File: config.mk
export PLATFORM = sky130hd
export DESIGN_NAME = pipe_wb_regfile
export DESIGN_NICKNAME = d
export VERILOG_FILES = /design/src/rtl/pipe_wb_regfile.sv
export SDC_FILE = /design/constraint.sdc
export NUM_CORES = 2
export LEC_CHECK = 0
export BUFFER_PORTS_ARGS = -buffer_cell sky130_fd_sc_hd__buf_4
export CORE_UTILIZATION = 45
export CTS_CLUSTER_DIAMETER = 60
export DETAILED_ROUTE_END_ITERATION = 8
export GPL_ROUTABILITY_DRIVEN = 0
export RECOVER_POWER = 100
export SLEW_MARGIN = 20
export SYNTH_ARGS = -nofsm -noshare
export SYNTH_HDL_FRONTEND = slang
export SYNTH_SLANG_ARGS = --single-unit
File: constraint.sdc
create_clock -name clock -period 2.15 [get_ports clock]
set_input_delay 0.1075 -clock clock [delete_from_list [all_inputs] [get_ports clock]]
set_output_delay 0.1075 -clock clock [all_outputs]
set_load 0.02 [all_outputs]
File: src/rtl/pipe_wb_regfile.sv
`default_nettype none
// ============================================================================
// Module   : pipe_wb_regfile
// Brief    : MEM/WB write-back commit into a 32x32 register file, with
//            bypassed ID read ports, EX/MEM forwarding, load-use stall
//            detection and a retired write-back counter.
// Revision : 1.0 - initial release
// ============================================================================
module pipe_wb_regfile #(
  parameter int NREG = 32,
  parameter int DW   = 32
) (
  input  logic          clock,
  input  logic          resetn,
  input  logic          wwreg,
  input  logic          wm2reg,
  input  logic [4:0]    wrn,
  input  logic [DW-1:0] wmo,
  input  logic [DW-1:0] walu,
  input  logic [4:0]    rs,
  input  logic [4:0]    rt,
  input  logic          users,
  input  logic          usert,
  input  logic          ewreg,
  input  logic          em2reg,
  input  logic [4:0]    ern,
  input  logic [DW-1:0] ealu,
  input  logic          mwreg,
  input  logic          mm2reg,
  input  logic [4:0]    mrn,
  input  logic [DW-1:0] malu,
  input  logic [DW-1:0] mmo,
  output logic [DW-1:0] wdi,
  output logic [DW-1:0] qa,
  output logic [DW-1:0] qb,
  output logic [1:0]    fwda,
  output logic [1:0]    fwdb,
  output logic [DW-1:0] da,
  output logic [DW-1:0] db,
  output logic          stall,
  output logic [31:0]   wbcount
);

  localparam logic [1:0] C_FWD_REG  = 2'b00;
  localparam logic [1:0] C_FWD_EALU = 2'b01;
  localparam logic [1:0] C_FWD_MALU = 2'b10;
  localparam logic [1:0] C_FWD_MMO  = 2'b11;

  logic [DW-1:0] r_regs [NREG];
  logic [31:0]   r_wbcount;
  logic          w_we;
  logic [DW-1:0] w_wdi;

  assign w_wdi = wm2reg ? wmo : walu;
  assign w_we  = wwreg && (wrn != 5'd0);

  always_ff @(posedge clock or negedge resetn) begin
    if (!resetn) begin
      for (int i = 0; i < NREG; i++) begin
        r_regs[i] <= '0;
      end
      r_wbcount <= '0;
    end else if (w_we) begin
      r_regs[wrn] <= w_wdi;
      r_wbcount   <= r_wbcount + 32'd1;
    end
  end

  // Same-cycle write-back is visible to ID reads through the bypass.
  function automatic logic [DW-1:0] read_port(input logic [4:0] addr);
    if (addr == 5'd0)                read_port = '0;
    else if (wwreg && (wrn == addr)) read_port = w_wdi;
    else                             read_port = r_regs[addr];
  endfunction

  // EX is checked first so the youngest producer wins; an EX load cannot
  // forward yet and is covered by the stall instead.
  function automatic logic [1:0] fwd_sel(input logic [4:0] addr);
    if (ewreg && !em2reg && (ern != 5'd0) && (ern == addr))
      fwd_sel = C_FWD_EALU;
    else if (mwreg && (mrn != 5'd0) && (mrn == addr))
      fwd_sel = mm2reg ? C_FWD_MMO : C_FWD_MALU;
    else
      fwd_sel = C_FWD_REG;
  endfunction

  function automatic logic [DW-1:0] fwd_mux(input logic [1:0] sel,
                                            input logic [DW-1:0] q);
    case (sel)
      C_FWD_EALU: fwd_mux = ealu;
      C_FWD_MALU: fwd_mux = malu;
      C_FWD_MMO:  fwd_mux = mmo;
      default:    fwd_mux = q;
    endcase
  endfunction

  always_comb begin
    qa    = read_port(rs);
    qb    = read_port(rt);
    fwda  = fwd_sel(rs);
    fwdb  = fwd_sel(rt);
    da    = fwd_mux(fwda, qa);
    db    = fwd_mux(fwdb, qb);
    stall = ewreg && em2reg && (ern != 5'd0) &&
            ((users && (ern == rs)) || (usert && (ern == rt)));
  end

  assign wdi     = w_wdi;
  assign wbcount = r_wbcount;

endmodule
`default_nettype wire

# After elaboration in Yosys (flattened, before gate mapping)
# Cells that the tools add are included.
[totals] latchBits=0 register_bits=1056 mem_bits_rw=0 elab_cells=97 mem_count=0 out_inout_bits=197 romBits=0 input_bits=195
[op_classes] n_bitwise=3 n_reduce_logical=23 mux=21 shifts=0 eq_ne=12 magnitude_cmp=4 n_mul=0 div=0 add_sub_neg=1
[op_table] op="1024-bit bitwise mux" n=1
[op_table] op="32-bit binary-select mux with 5-bit select" n=2
[op_table] op="32-bit two-way mux" n=10
[op_table] op="32-bit case mux with 3 select lines" n=2
[op_table] op="32-bit demux with 5-bit select" n=1
[op_table] op="32-bit by 1-bit adder with 32-bit output (second input constant)" n=1
[op_table] op="5-bit == test" n=6
[op_table] op="6-bit greater-or-equal comparator (second input constant)" n=3
[op_table] op="5-bit inverter with 6-bit output" n=3
[op_table] op="1-bit logical AND" n=16
[op_table] op="5-bit nonzero test" n=3
[op_table] op="5-bit logical NOT" n=2
[op_table] op="2-bit == test (second input constant)" n=4
[op_table] op="2-bit two-way mux" n=4
[op_table] op="6-bit by 1-bit less-than comparator with 1-bit output (second input constant)" n=1
[op_table] op="2-bit by 1-bit == test with 1-bit output (second input constant)" n=2
[op_table] op="1-bit logical NOT" n=1
[op_table] op="1-bit logical OR" n=1
[op_table] op="1-bit two-way mux" n=1

# Depth between registers and ports, before layout
[depth] ltp_word=7 mapped_depth=13 ltp_nobuf=8

# Least setup slack after synthesis
# Ideal clock, no wire load.
[synth_path] path_type="input to output" from="in rs[1]" to="out da[19]" arrival_ps=2616 t_required_ps=2043 n_path_buf=5 path_slack_ps=-574 stages=10 cell_sequence="buf_4 > buf_4 > buf_2 > buf_2 > buf_2 > nand3_1 > a31o_2 > a221oi_1 > nand2_1 > a31oi_1"
[synth_between] elab_chain_len=7 word_cells_on_any_way=19 cone_classes="eq/ne (6); mux (8); bitwise (1); reduce/logical (4)"
[synth_lines] element="start: declaration" line_no="20" rtl="input logic [4:0] rs,"
[synth_lines] element="5-bit inverter with 6-bit output (implied by the code)" line_no="73" rtl="else read_port = r_regs[addr];"
[synth_lines] element="32-bit binary-select mux with 5-bit select" line_no="73"
[synth_lines] element="32-bit two-way mux (implied by the code) (2 in series)" line_no="73"
[synth_lines] element="32-bit two-way mux" line_no="72" rtl="else if (wwreg && (wrn == addr)) read_port = w_wdi;"
[synth_lines] element="32-bit two-way mux (*)" line_no="71" rtl="if (addr == 5'd0) read_port = '0;"
[synth_lines] element="via qa[19]" line_no="34" rtl="output logic [DW-1:0] qa,"
[synth_lines] element="32-bit case mux with 3 select lines (*)" line_no="89" rtl="case (sel)"
[synth_lines] element="end: declaration" line_no="38" rtl="output logic [DW-1:0] da,"
# Mark *: on every way through the listed nets, which the timed path passes. The rest lies on a longest branch. The select of a mux whose other input is x is not followed.

# Worst setup path in the final report
[layout_path] from="reg r_regs[78] in the netlist's numbering" to="out da[14]"
[layout_between] elab_chain_len=6
[layout_lines] element="start: declaration" line_no="49" rtl="logic [DW-1:0] r_regs [NREG];"
[layout_lines] element="start signal: indexed assignment" line_no="64" rtl="r_regs[wrn] <= w_wdi;"
[layout_lines] element="32-bit binary-select mux with 5-bit select" line_no="73"
[layout_lines] element="32-bit two-way mux (implied by the code) (2 in series)" line_no="73"
[layout_lines] element="32-bit two-way mux" line_no="72"
[layout_lines] element="32-bit two-way mux" line_no="71"
[layout_lines] element="32-bit case mux with 3 select lines" line_no="89"
# No other way between the ends. The select of a mux whose other input is x is not followed.

==> flow_metrics.tcl <==
set metrics [dict create \
    internal_power_w 0.0489 \
    layout_commonest_cell "buf_4" \
    crit_path_end_kind "output port" \
    ff_latch_area_um2 26400 \
    dp_slack_ps -1360 \
    timing.rr.start "wbcount[6]$_DFFE_PN0P_" \
    min_path_type "primary input to register" \
    synth_edf_count 0 \
    cp.arrival_ps 3790 \
    grtUsageMet2_pct 60.2 \
    cts_buffers 119 \
    rsz0062_at_grt "true" \
    vias 54178 \
    cts_max_path_buffers 3 \
    use_met3_pct 11.5 \
    slew_headroom_pct -36.0 \
    mostFrequentLayoutCells "buf_4, dfrtp_1, nand2_1" \
    ys_warn_count 0 \
    die_h_um 360 \
    portBuffers 391 \
    synth_cell_types 67 \
    area_growth_pct 37.2 \
    grt_pass1_wl_um 375000 \
    multiInputGateArea_um2 31100 \
    slew_viol_final 85 \
    gr-usage-met1_pct 49.1 \
    violations "DRC, capacitance limit, slew limit, setup timing" \
    p_leak_nw 35.7 \
    initialDrtViolationCount 6418 \
    fillers 10179 \
    finalWirelength_um 263000 \
    timing.final.ws_setup_ps -1740 \
    overflow 0 \
    cap_violations 2 \
    firstDrtPassIters 9 \
    cts_tree "built" \
    comb_power_share_pct 33.9 \
    core-area_um2 126000 \
    die-width_um 360 \
    async_reset_ff_share_pct 100 \
    cts_sinks 1056 \
    dieArea_um2 129000 \
    initial_core_util_pct 45.6 \
    period_minus_slack_ps 3890 \
    grt_pass1_vias 53849 \
    p_clk_share_pct 28.8 \
    p_sw_w 0.0237 \
    whs_ps 64.4 \
    cts_root_buf "clkbuf_16" \
    start_kind "register" \
    clock_skew_ps 5.18 \
    path_max_fanout 3 \
    ys_seq_area_share_pct 45.9 \
    final-setup-viol-count 292 \
    avgSynthCellArea_um2 10.5 \
    htreeDepth 3 \
    drive_gt1_share_pct 38.6 \
    nets 7058 \
    grt_max_degree 95 \
    startpoint "r_regs[78]$_DFFE_PN0P_" \
    synth_nets 5703 \
    clock.fmax_mhz 257 \
    busiest_layer "met2" \
    ant_nets 0 \
    io_pins 392 \
    hold_viol 0 \
    period_share_pct 181 \
    irDropWorstVdd_mv 0.762 \
    power.density_nw_per_um2 919 \
    ff2ff_path_depth 7 \
    hp-start "wrn[0]" \
    wire_per_inst_um 30.5 \
    synthCells 5507 \
    p_seq_share_pct 37.3 \
    status "complete, but fails checks" \
    clkTransAtPathRegs_ps 60 \
    core.rowCount 130 \
    grt_antenna_before_repair 10 \
    ys_seq_elements 1056 \
    final.setup.tns_ps -149340 \
    required_ps 2040 \
    dp_hpwl_um 180000 \
    ys.flop_type "dfrtp_1" \
    drc_errors 2 \
    grt_use_total_pct 40.1 \
    finalPower_w 0.0726 \
    clock_latency_ps 760 \
    min_path_cells 5 \
    sw_frac_of_total_pct 32.6 \
    worstMarginPinSlew_ps 2040 \
    path_class "register to output port" \
    syn_area_um2 57600 \
    vias_per_cell 6.29 \
]
-- registers in the layout, summed over array words and instances, names as in the netlist --
signal	cells
r_regs	1024
wbcount	32
-- worst paths after layout --
path,end,slack [ps]
min in group asynchronous,r_regs[88]$_DFFE_PN0P_,980
max in group asynchronous,r_regs[481]$_DFFE_PN0P_,110
max reg2reg,wbcount[29]$_DFFE_PN0P_,40
max,da[14],-1740
min,r_regs[949]$_DFFE_PN0P_,60
min reg2reg,r_regs[1020]$_DFFE_PN0P_,400
-- per-stage QoR --
| stage | util [%] | std cells | instance area [µm²] |
|---|---|---|---|
| after CTS | 63.0 | 8573 | 79500 |
| final | 62.6 | 8613 | 79000 |
| after global routing | 62.6 | 8608 | 79000 |
| after global placement | 57.7 | 8258 | 72800 |
| after detailed placement | 57.7 | 8258 | 72800 |
| after floorplan | - | 5507 | 58400 |
-- layout make-up --
class | instances | area share, %
clock inverter | 47 | 0.648
clock buffer | 169 | 4.35
inverter | 45 | 0.223
sequential | 1056 | 33.5
timing repair buffer | 1797 | 19.4
antenna | 6 | 0.0190
multi-input combinational | 3843 | 39.3
tap | 1650 | 2.61
-- synthesized netlist by cell type, types with 8 or more instances --
master / count / area, µm²
buf_6: 21 / 236
xor2_1: 13 / 114
o211ai_1: 21 / 158
nor2_1: 627 / 2350
nand2_1: 654 / 2450
o21ai_0: 522 / 2610
a22o_1: 35 / 307
and2_1: 9 / 56.3
buf_2: 91 / 455
nand3_1: 52 / 260
xnor2_1: 48 / 420
inv_1: 42 / 158
o22a_1: 8 / 70.1
a21o_1: 11 / 82.6
a31oi_1: 13 / 81.3
mux2_2: 44 / 495
mux4_1: 11 / 289
nor2b_1: 23 / 144
nor3b_1: 9 / 67.6
a21oi_1: 610 / 3050
dfrtp_1: 1056 / 26400
buf_4: 22 / 165
clkbuf_1: 402 / 1510
a221oi_1: 26 / 228
buf_1: 15 / 56.3
mux4_2: 384 / 8650
mux2i_1: 398 / 3980
a22oi_1: 115 / 863
nor4_1: 14 / 87.6
o22ai_1: 19 / 119
and3_1: 18 / 113
nor3_1: 16 / 80.1
a211oi_1: 48 / 360
-- layer usage --
layer / part of all wire [%] / wire [µm]
met4: 9.0 / 23800
met2: 44 / 115000
met5: 0.020 / 52
met1: 36 / 93800
met3: 12 / 30800
-- what timing repair did --
| item | 4_1_cts | 5_1_grt |
|---|---|---|
| hold endpoints to repair | 1021 | 0 |
| setup buffers | 75 | 51 |
| hold buffers | 47 | 0 |
| pin swaps | 164 | 121 |
| setup endpoints to repair | 133 | 201 |
| gates cloned | 0 | 2 |
| resized for setup | 427 | 176 |
-- worst max-delay path: stages (launching register included) --
cell,delay (ps)
dfrtp_1,400
mux4_2,470
mux4_2,550
a2111oi_4,710
buf_4,240
a2111oi_2,50
a221o_2,440
buf_6,170
-- power groups by stage --
| stage | sequential (W) | combinational, W | clock, W |
|---|---|---|---|
| 2_1_floorplan | 0.0266 | 0.0113 | 0 |
| 3_3_place_gp | 0.0270 | 0.0214 | 0 |
| 3_5_place_dp | 0.0272 | 0.0219 | 0 |
| 4_1_cts | 0.0269 | 0.0237 | 0.0210 |
| 5_1_grt | 0.0274 | 0.0260 | 0.0218 |
| 6_report | 0.0271 | 0.0246 | 0.0209 |
-- logic make-up after synthesis --
| kind of cell | count (synthesis) | share of synthesized area, % |
|---|---|---|
| xor+xnor | 61 | 0.928 |
| mux | 837 | 23.3 |
| buf+inv | 608 | 4.86 |
| fa+ha+maj | 1 | 0.0217 |
| simple gates | 1456 | 10.2 |
| compound gates | 1488 | 14.8 |
| flops | 1056 | 45.9 |
Note: power is estimated with default switching activity, not from simulation.
